File: src/rtl/mux_seq_pkg.sv
//==== mux_seq_pkg : shared types/constants for the mux select sequencer, rev 1.0 ====
`default_nettype none

package mux_seq_pkg;

  localparam int NUM_IN = 8;
  localparam int SEL_W  = 3;
  localparam int CNT_W  = 8;

  typedef enum logic [1:0] {
    ST_IDLE = 2'd0,
    ST_RUN  = 2'd1,
    ST_DONE = 2'd2
  } state_e;

  function automatic logic [SEL_W-1:0] scan_start(input logic msb_first);
    return msb_first ? SEL_W'(NUM_IN - 1) : '0;
  endfunction

  function automatic logic [SEL_W-1:0] scan_end(input logic msb_first);
    return msb_first ? '0 : SEL_W'(NUM_IN - 1);
  endfunction

endpackage

`default_nettype wire

File: src/rtl/mux_sel_sequencer_if.sv
//==== mux_sel_sequencer_if : load/scan bus of the mux select sequencer, rev 1.0 ====
`default_nettype none

interface mux_sel_sequencer_if;
  import mux_seq_pkg::*;

  logic              tick;
  logic              load_valid;
  logic [NUM_IN-1:0] load_data;
  logic              msb_first;
  logic              abort;
  logic              load_ready;
  logic [NUM_IN-1:0] word;
  logic [SEL_W-1:0]  sel;
  logic              e;
  logic              busy;
  logic              done;

  modport master (
    output tick, load_valid, load_data, msb_first, abort,
    input  load_ready, word, sel, e, busy, done
  );

  modport slave (
    input  tick, load_valid, load_data, msb_first, abort,
    output load_ready, word, sel, e, busy, done
  );

endinterface

`default_nettype wire

File: src/rtl/mux_seq_dwell_cnt.sv
//==== mux_seq_dwell_cnt : tick-qualified dwell counter with terminal flag, rev 1.0 ====
`default_nettype none

module mux_seq_dwell_cnt
  import mux_seq_pkg::*;
#(
  parameter int DWELL = 1
) (
  input  wire logic clk,
  input  wire logic rst_n,
  input  wire logic clr,
  input  wire logic en,
  output logic      term
);

  localparam logic [CNT_W-1:0] c_TERM = CNT_W'(DWELL - 1);

  logic [CNT_W-1:0] cnt_q, cnt_d;

  always_comb begin
    cnt_d = cnt_q;
    if (clr) begin
      cnt_d = '0;
    end else if (en) begin
      cnt_d = (cnt_q == c_TERM) ? '0 : cnt_q + CNT_W'(1);
    end
  end

  always_ff @(posedge clk or negedge rst_n) begin
    if (!rst_n) begin
      cnt_q <= '0;
    end else begin
      cnt_q <= cnt_d;
    end
  end

  // clr dominates so a cancelled scan can never report a terminal tick
  assign term = en && !clr && (cnt_q == c_TERM);

endmodule

`default_nettype wire

File: src/rtl/mux_sel_sequencer.sv
//==== mux_sel_sequencer : steps an 8:1 mux select across a loaded word, rev 1.0 ====
`default_nettype none

module mux_sel_sequencer
  import mux_seq_pkg::*;
#(
  parameter int DWELL = 1
) (
  input  wire logic          clk,
  input  wire logic          rst_n,
  mux_sel_sequencer_if.slave bus
);

  state_e            state_q, state_d;
  logic [SEL_W-1:0]  sel_q, sel_d;
  logic [NUM_IN-1:0] word_q, word_d;
  logic              msb_q, msb_d;
  logic              e_q, e_d;
  logic              busy_q, busy_d;
  logic              done_q, done_d;
  logic              ready_q, ready_d;
  logic              accept;
  logic              cnt_clr;
  logic              cnt_en;
  logic              term;
  logic              at_end;

  assign accept  = bus.load_valid && (state_q == ST_IDLE);
  assign cnt_en  = (state_q == ST_RUN) && bus.tick;
  assign cnt_clr = (state_q != ST_RUN) || bus.abort;
  assign at_end  = (sel_q == scan_end(msb_q));

  mux_seq_dwell_cnt #(
    .DWELL (DWELL)
  ) u_dwell_cnt (
    .clk   (clk),
    .rst_n (rst_n),
    .clr   (cnt_clr),
    .en    (cnt_en),
    .term  (term)
  );

  always_ff @(posedge clk or negedge rst_n) begin
    if (!rst_n) begin
      state_q <= ST_IDLE;
    end else begin
      state_q <= state_d;
    end
  end

  always_comb begin
    state_d = state_q;
    case (state_q)
      ST_IDLE: if (accept) state_d = ST_RUN;
      ST_RUN: begin
        if (bus.abort) begin
          state_d = ST_IDLE;
        end else if (term && at_end) begin
          state_d = ST_DONE;
        end
      end
      ST_DONE: state_d = ST_IDLE;
      default: state_d = ST_IDLE;
    endcase
  end

  // Output flags are decoded from the next state so every output leaves a flop
  always_comb begin
    sel_d  = sel_q;
    word_d = word_q;
    msb_d  = msb_q;
    if (accept) begin
      word_d = bus.load_data;
      msb_d  = bus.msb_first;
      sel_d  = scan_start(bus.msb_first);
    end else if (state_q == ST_RUN) begin
      if (bus.abort) begin
        sel_d = '0;
      end else if (term && !at_end) begin
        sel_d = msb_q ? sel_q - SEL_W'(1) : sel_q + SEL_W'(1);
      end
    end
    e_d     = (state_d == ST_RUN);
    busy_d  = (state_d == ST_RUN) || (state_d == ST_DONE);
    done_d  = (state_d == ST_DONE);
    ready_d = (state_d == ST_IDLE);
  end

  always_ff @(posedge clk or negedge rst_n) begin
    if (!rst_n) begin
      sel_q   <= '0;
      word_q  <= '0;
      msb_q   <= 1'b0;
      e_q     <= 1'b0;
      busy_q  <= 1'b0;
      done_q  <= 1'b0;
      ready_q <= 1'b1;
    end else begin
      sel_q   <= sel_d;
      word_q  <= word_d;
      msb_q   <= msb_d;
      e_q     <= e_d;
      busy_q  <= busy_d;
      done_q  <= done_d;
      ready_q <= ready_d;
    end
  end

  assign bus.load_ready = ready_q;
  assign bus.word       = word_q;
  assign bus.sel        = sel_q;
  assign bus.e          = e_q;
  assign bus.busy       = busy_q;
  assign bus.done       = done_q;

endmodule

`default_nettype wire

File: src/flat_wrapper.sv
// flat-port wrapper written by rule: the top's interface ports become plain ports
module mux_sel_sequencer_flat import mux_seq_pkg::*;
#(
  parameter int DWELL = 1
)
  (clk, rst_n, bus_tick, bus_load_valid, bus_load_data, bus_msb_first, bus_abort, bus_load_ready, bus_word, bus_sel, bus_e, bus_busy, bus_done);
  mux_sel_sequencer_if bus_i ();
  input  wire logic clk;
  input  wire logic rst_n;
  input wire logic [$bits(bus_i.tick)-1:0] bus_tick;
  input wire logic [$bits(bus_i.load_valid)-1:0] bus_load_valid;
  input wire logic [$bits(bus_i.load_data)-1:0] bus_load_data;
  input wire logic [$bits(bus_i.msb_first)-1:0] bus_msb_first;
  input wire logic [$bits(bus_i.abort)-1:0] bus_abort;
  output wire logic [$bits(bus_i.load_ready)-1:0] bus_load_ready;
  output wire logic [$bits(bus_i.word)-1:0] bus_word;
  output wire logic [$bits(bus_i.sel)-1:0] bus_sel;
  output wire logic [$bits(bus_i.e)-1:0] bus_e;
  output wire logic [$bits(bus_i.busy)-1:0] bus_busy;
  output wire logic [$bits(bus_i.done)-1:0] bus_done;
  assign bus_i.tick = bus_tick;
  assign bus_i.load_valid = bus_load_valid;
  assign bus_i.load_data = bus_load_data;
  assign bus_i.msb_first = bus_msb_first;
  assign bus_i.abort = bus_abort;
  assign bus_load_ready = bus_i.load_ready;
  assign bus_word = bus_i.word;
  assign bus_sel = bus_i.sel;
  assign bus_e = bus_i.e;
  assign bus_busy = bus_i.busy;
  assign bus_done = bus_i.done;
  mux_sel_sequencer #(.DWELL(DWELL)) u_core (.clk(clk), .rst_n(rst_n), .bus(bus_i));
endmodule
File: config.mk
export PLATFORM = sky130hd
export DESIGN_NAME = mux_sel_sequencer_flat
export DESIGN_NICKNAME = d
export VERILOG_FILES = /design/src/rtl/mux_seq_pkg.sv /design/src/rtl/mux_sel_sequencer_if.sv /design/src/rtl/mux_seq_dwell_cnt.sv /design/src/rtl/mux_sel_sequencer.sv /design/src/flat_wrapper.sv
export SDC_FILE = /design/constraint.sdc
export NUM_CORES = 1
export LEC_CHECK = 0
export ABC_AREA = 1
export CAP_MARGIN = 0
export CORE_ASPECT_RATIO = 0.75
export CORE_UTILIZATION = 50
export CTS_CLUSTER_DIAMETER = 60
export CTS_CLUSTER_SIZE = 14
export DETAILED_ROUTE_END_ITERATION = 6
export GPL_TIMING_DRIVEN = 1
export MAX_ROUTING_LAYER = met4
export PLACE_DENSITY = 0.75
export SETUP_SLACK_MARGIN = 0.4
export SKIP_CTS_REPAIR_TIMING = 1
export SLEW_MARGIN = 20
export SYNTH_ARGS = -nofsm -noshare
export SYNTH_HDL_FRONTEND = slang
export SYNTH_SLANG_ARGS = --single-unit
File: constraint.sdc
create_clock -name clk -period 2.4 [get_ports clk]
set_clock_uncertainty 0.2 [all_clocks]
set_input_delay 0.48 -clock clk [delete_from_list [all_inputs] [get_ports clk]]
set_output_delay 0.48 -clock clk [all_outputs]
set_load 0.005 [all_outputs]
==> metrics <==
Setup TNS Final 0 ps; Max Fclk 519.5 MHz; Rows 16; Fin. Hold Viols 0; CTS tree done; largest family of logic cells by synthesized area simple AND/OR/NAND/NOR gates; Worst path depth 1; peak supply drop 0.5480 mV; Top Usage Layer GRT met2; CP Cell Sequence clkdlybuf4s50_1; Tmin final 1925 ps; CP max-delay cell clkdlybuf4s50_1; io pins 29; Setup crit start u_core.bus.sel[0]$_DFFE_PN0P_; GR met3 Demand/Resource 4.286%; Post-synth EDFFs 0; Crit Reg-Reg Endpoint u_core.bus.busy$_DFF_PN0_; XOR/XNOR share of the synthesized area 1.257%; final net count 209; antenna cells 0; grt met2 use 39.14%; Setup violations, final 0; routability cong. 0.8787; worst hold path type register to register; drt drc 0; Routed WL 2.731 mm; initial antenna violation count 0; mux cell area share after synthesis 0%; critical path class register to output port; met1 GRT Util 24.77%; Pre-antenna DRT Iters 6; first-pass GRT wire length 4.512 mm; synth warn 0; all-layer global routing usage 21.00%; Synth Flop Type dfrtp_1; RSZ-0062 raised after global routing false; CP bufs+invs 1; Chip Width 62.97 um; Initial Util 53.15%; die area 3005 sq um; detailed-placement wirelength estimate 2.127 mm; initial DRC count 44; crit path capture type output port; ratio of cells with drive above 1 in the final layout 17.65%; number of distinct library cells after synthesis 28; core footprint 2623 sq um; Mapped Area 1394 sq um; Tot Pwr 1568 uW; post-route cell area 1805 sq um; asr flop ratio synth 100.0%; Post-Synth Simple-Gate Area 32.14%; Critical Path RT 1720 ps; clock slew at reported path FFs 90 ps; pwr/cell area 868.5 nW/um^2; die height 47.73 um; Sink Count 26; Area growth syn-to-layout 29.53%; TritonCTS Buffers 3; number of antenna-violating nets in the routed design 0; detail-routed via count per cell 4.861; Compound-Gate Fraction of Synth Area 6.643%; Worst Setup EP bus_sel[0]; syn_nets 175; CP max FO 5; Worst Path Arrival 1240 ps; syn_area_per_cell 9.051 sq um; Clk Latency, worst-skew pair 270 ps; Slew Viols, Final 0; sequential area share after synthesis 46.77%; worst reg2reg setup slack 500 ps; Pleak 0.0008969 uW; relative slew slack 77.97%; maxcap violations 0; adder-cell share of the synthesized area 6.822%; CTS Buffer Depth 2; Setup crit start kind register; post-synthesis sequential element count 26; global route overflow 0; CP peak stage delay 530 ps; FF-to-FF path depth 9; CTS H-Tree Depth 1; WL/cell 12.25 um; number of global-route vias before repair 1044; Tcrit/Tclk final 80.21%; Synth Instances 154; detailed-route via count 1084; number of buffers added on ports 28; Root Driver clkbuf_8; crit-path leading delay family buffers and inverters; R2R Path Start u_core.u_dwell_cnt.cnt_q[0]$_DFFE_PN0P_; Slew @ Worst Pin 330.4 ps; status finished clean; final worst slack 475.1 ps; Post-Place Setup Slack 128.4 ps; Placed Area 1719 sq um; largest net degree at the start of global routing 27
[logic make-up (layout without fill, tap and decap cells)]
family / count (synthesis) / after routing
xor gates and xnor gates: 2 / 2
and+or+nand+nor: 82 / 82
adders and majority gates: 7 / 7
AOI/OAI and AO/OA: 15 / 15
DFF: 26 / 26
buffers and inverters: 22 / 55
[per-stage QoR]
step,hold WS [ps],cells,util (%)
6_report,288.0,223,68.85
5_1_grt,308.2,223,68.85
4_1_cts,290.3,222,68.27
3_5_place_dp,266.6,218,65.55
3_3_place_gp,261.4,218,65.55
2_1_floorplan,-15.59,154,-
[how the worst min path moves through the flow]
stage                                         from                             end  slack, ps  depth (start not counted)
detailed placement  u_core.bus.word[0]$_DFFE_PN0P_  u_core.bus.word[0]$_DFFE_PN0P_        270                          2
global placement    u_core.bus.word[3]$_DFFE_PN0P_  u_core.bus.word[3]$_DFFE_PN0P_        260                          2
global route        u_core.bus.word[0]$_DFFE_PN0P_  u_core.bus.word[0]$_DFFE_PN0P_        310                          2
floorplan                                    rst_n       u_core.bus.busy$_DFF_PN0_        -20                          0
finish              u_core.bus.word[0]$_DFFE_PN0P_  u_core.bus.word[0]$_DFFE_PN0P_        290                          2
CTS                 u_core.bus.word[0]$_DFFE_PN0P_  u_core.bus.word[0]$_DFFE_PN0P_        290                          2
[registers in the layout (all words and copies together), names as in the netlist]
register and flops:
u_core.bus.busy 1, u_core.bus.done 1, u_core.bus.e 1, u_core.bus.load_ready 1
u_core.bus.sel 3, u_core.bus.word 8, u_core.msb_q 1, u_core.state_q 2
u_core.u_dwell_cnt.cnt_q 8
[where the power goes]
| group | total (uW) | internal, uW | switching [uW] | leakage (uW) |
|---|---|---|---|---|
| Combinational | 588 | 296 | 292 | 0.000526 |
| Sequential | 622 | 542 | 79.6 | 0.000336 |
| Clock | 358 | 223 | 135 | 0.0000357 |
| Total | 1570 | 1060 | 507 | 0.000897 |
[cells in the final DEF, fill, tap and decap left out, types with 2 or more instances in the layout]
master | synthesis | final
nand2_1 | 51 | 51
nand2_2 | 4 | 4
o21ai_0 | 2 | 2
clkbuf_8 | 0 | 3
ha_1 | 6 | 5
nor2_1 | 3 | 3
nor2_8 | 2 | 2
nand2_4 | 2 | 2
dfrtp_1 | 25 | 25
nand3_1 | 11 | 11
dlymetal6s2s_1 | 0 | 2
o21ai_1 | 7 | 7
clkdlybuf4s50_1 | 0 | 26
buf_4 | 1 | 2
nor2_4 | 3 | 3
inv_2 | 7 | 8
inv_1 | 13 | 12
o22ai_1 | 3 | 3
nand3_4 | 2 | 2
[layout make-up]
cell class	instances	area (sq um)
tap	36	45.04
sequential	26	651.9
inverter	21	81.33
clock inverter	1	30.03
clock buffer	3	41.29
fill	221	817.0
timing repair buffer	30	300.3
multi-input combinational	106	655.6
[Yosys cell counts, drive strengths merged, types with 2 or more instances]
library cell  number  area share (%)
nor3               2             1.5
o21ai              9             3.2
ha                 6             5.4
nand3             13             6.5
o22ai              3             1.3
nor2               9             6.6
dfrtp             25              45
inv               21             5.8
nand2             57              17
a21oi              2             1.5
[layer usage]
metal  share of wire [%]  vias up  wire [um]
li1                    -      548          -
met1                  47      517       1277
met2                  50       19       1372
met5                   0        -          0
met4                   0        0          0
met3                 3.0        0         81
(Power assumes the default switching activity.)
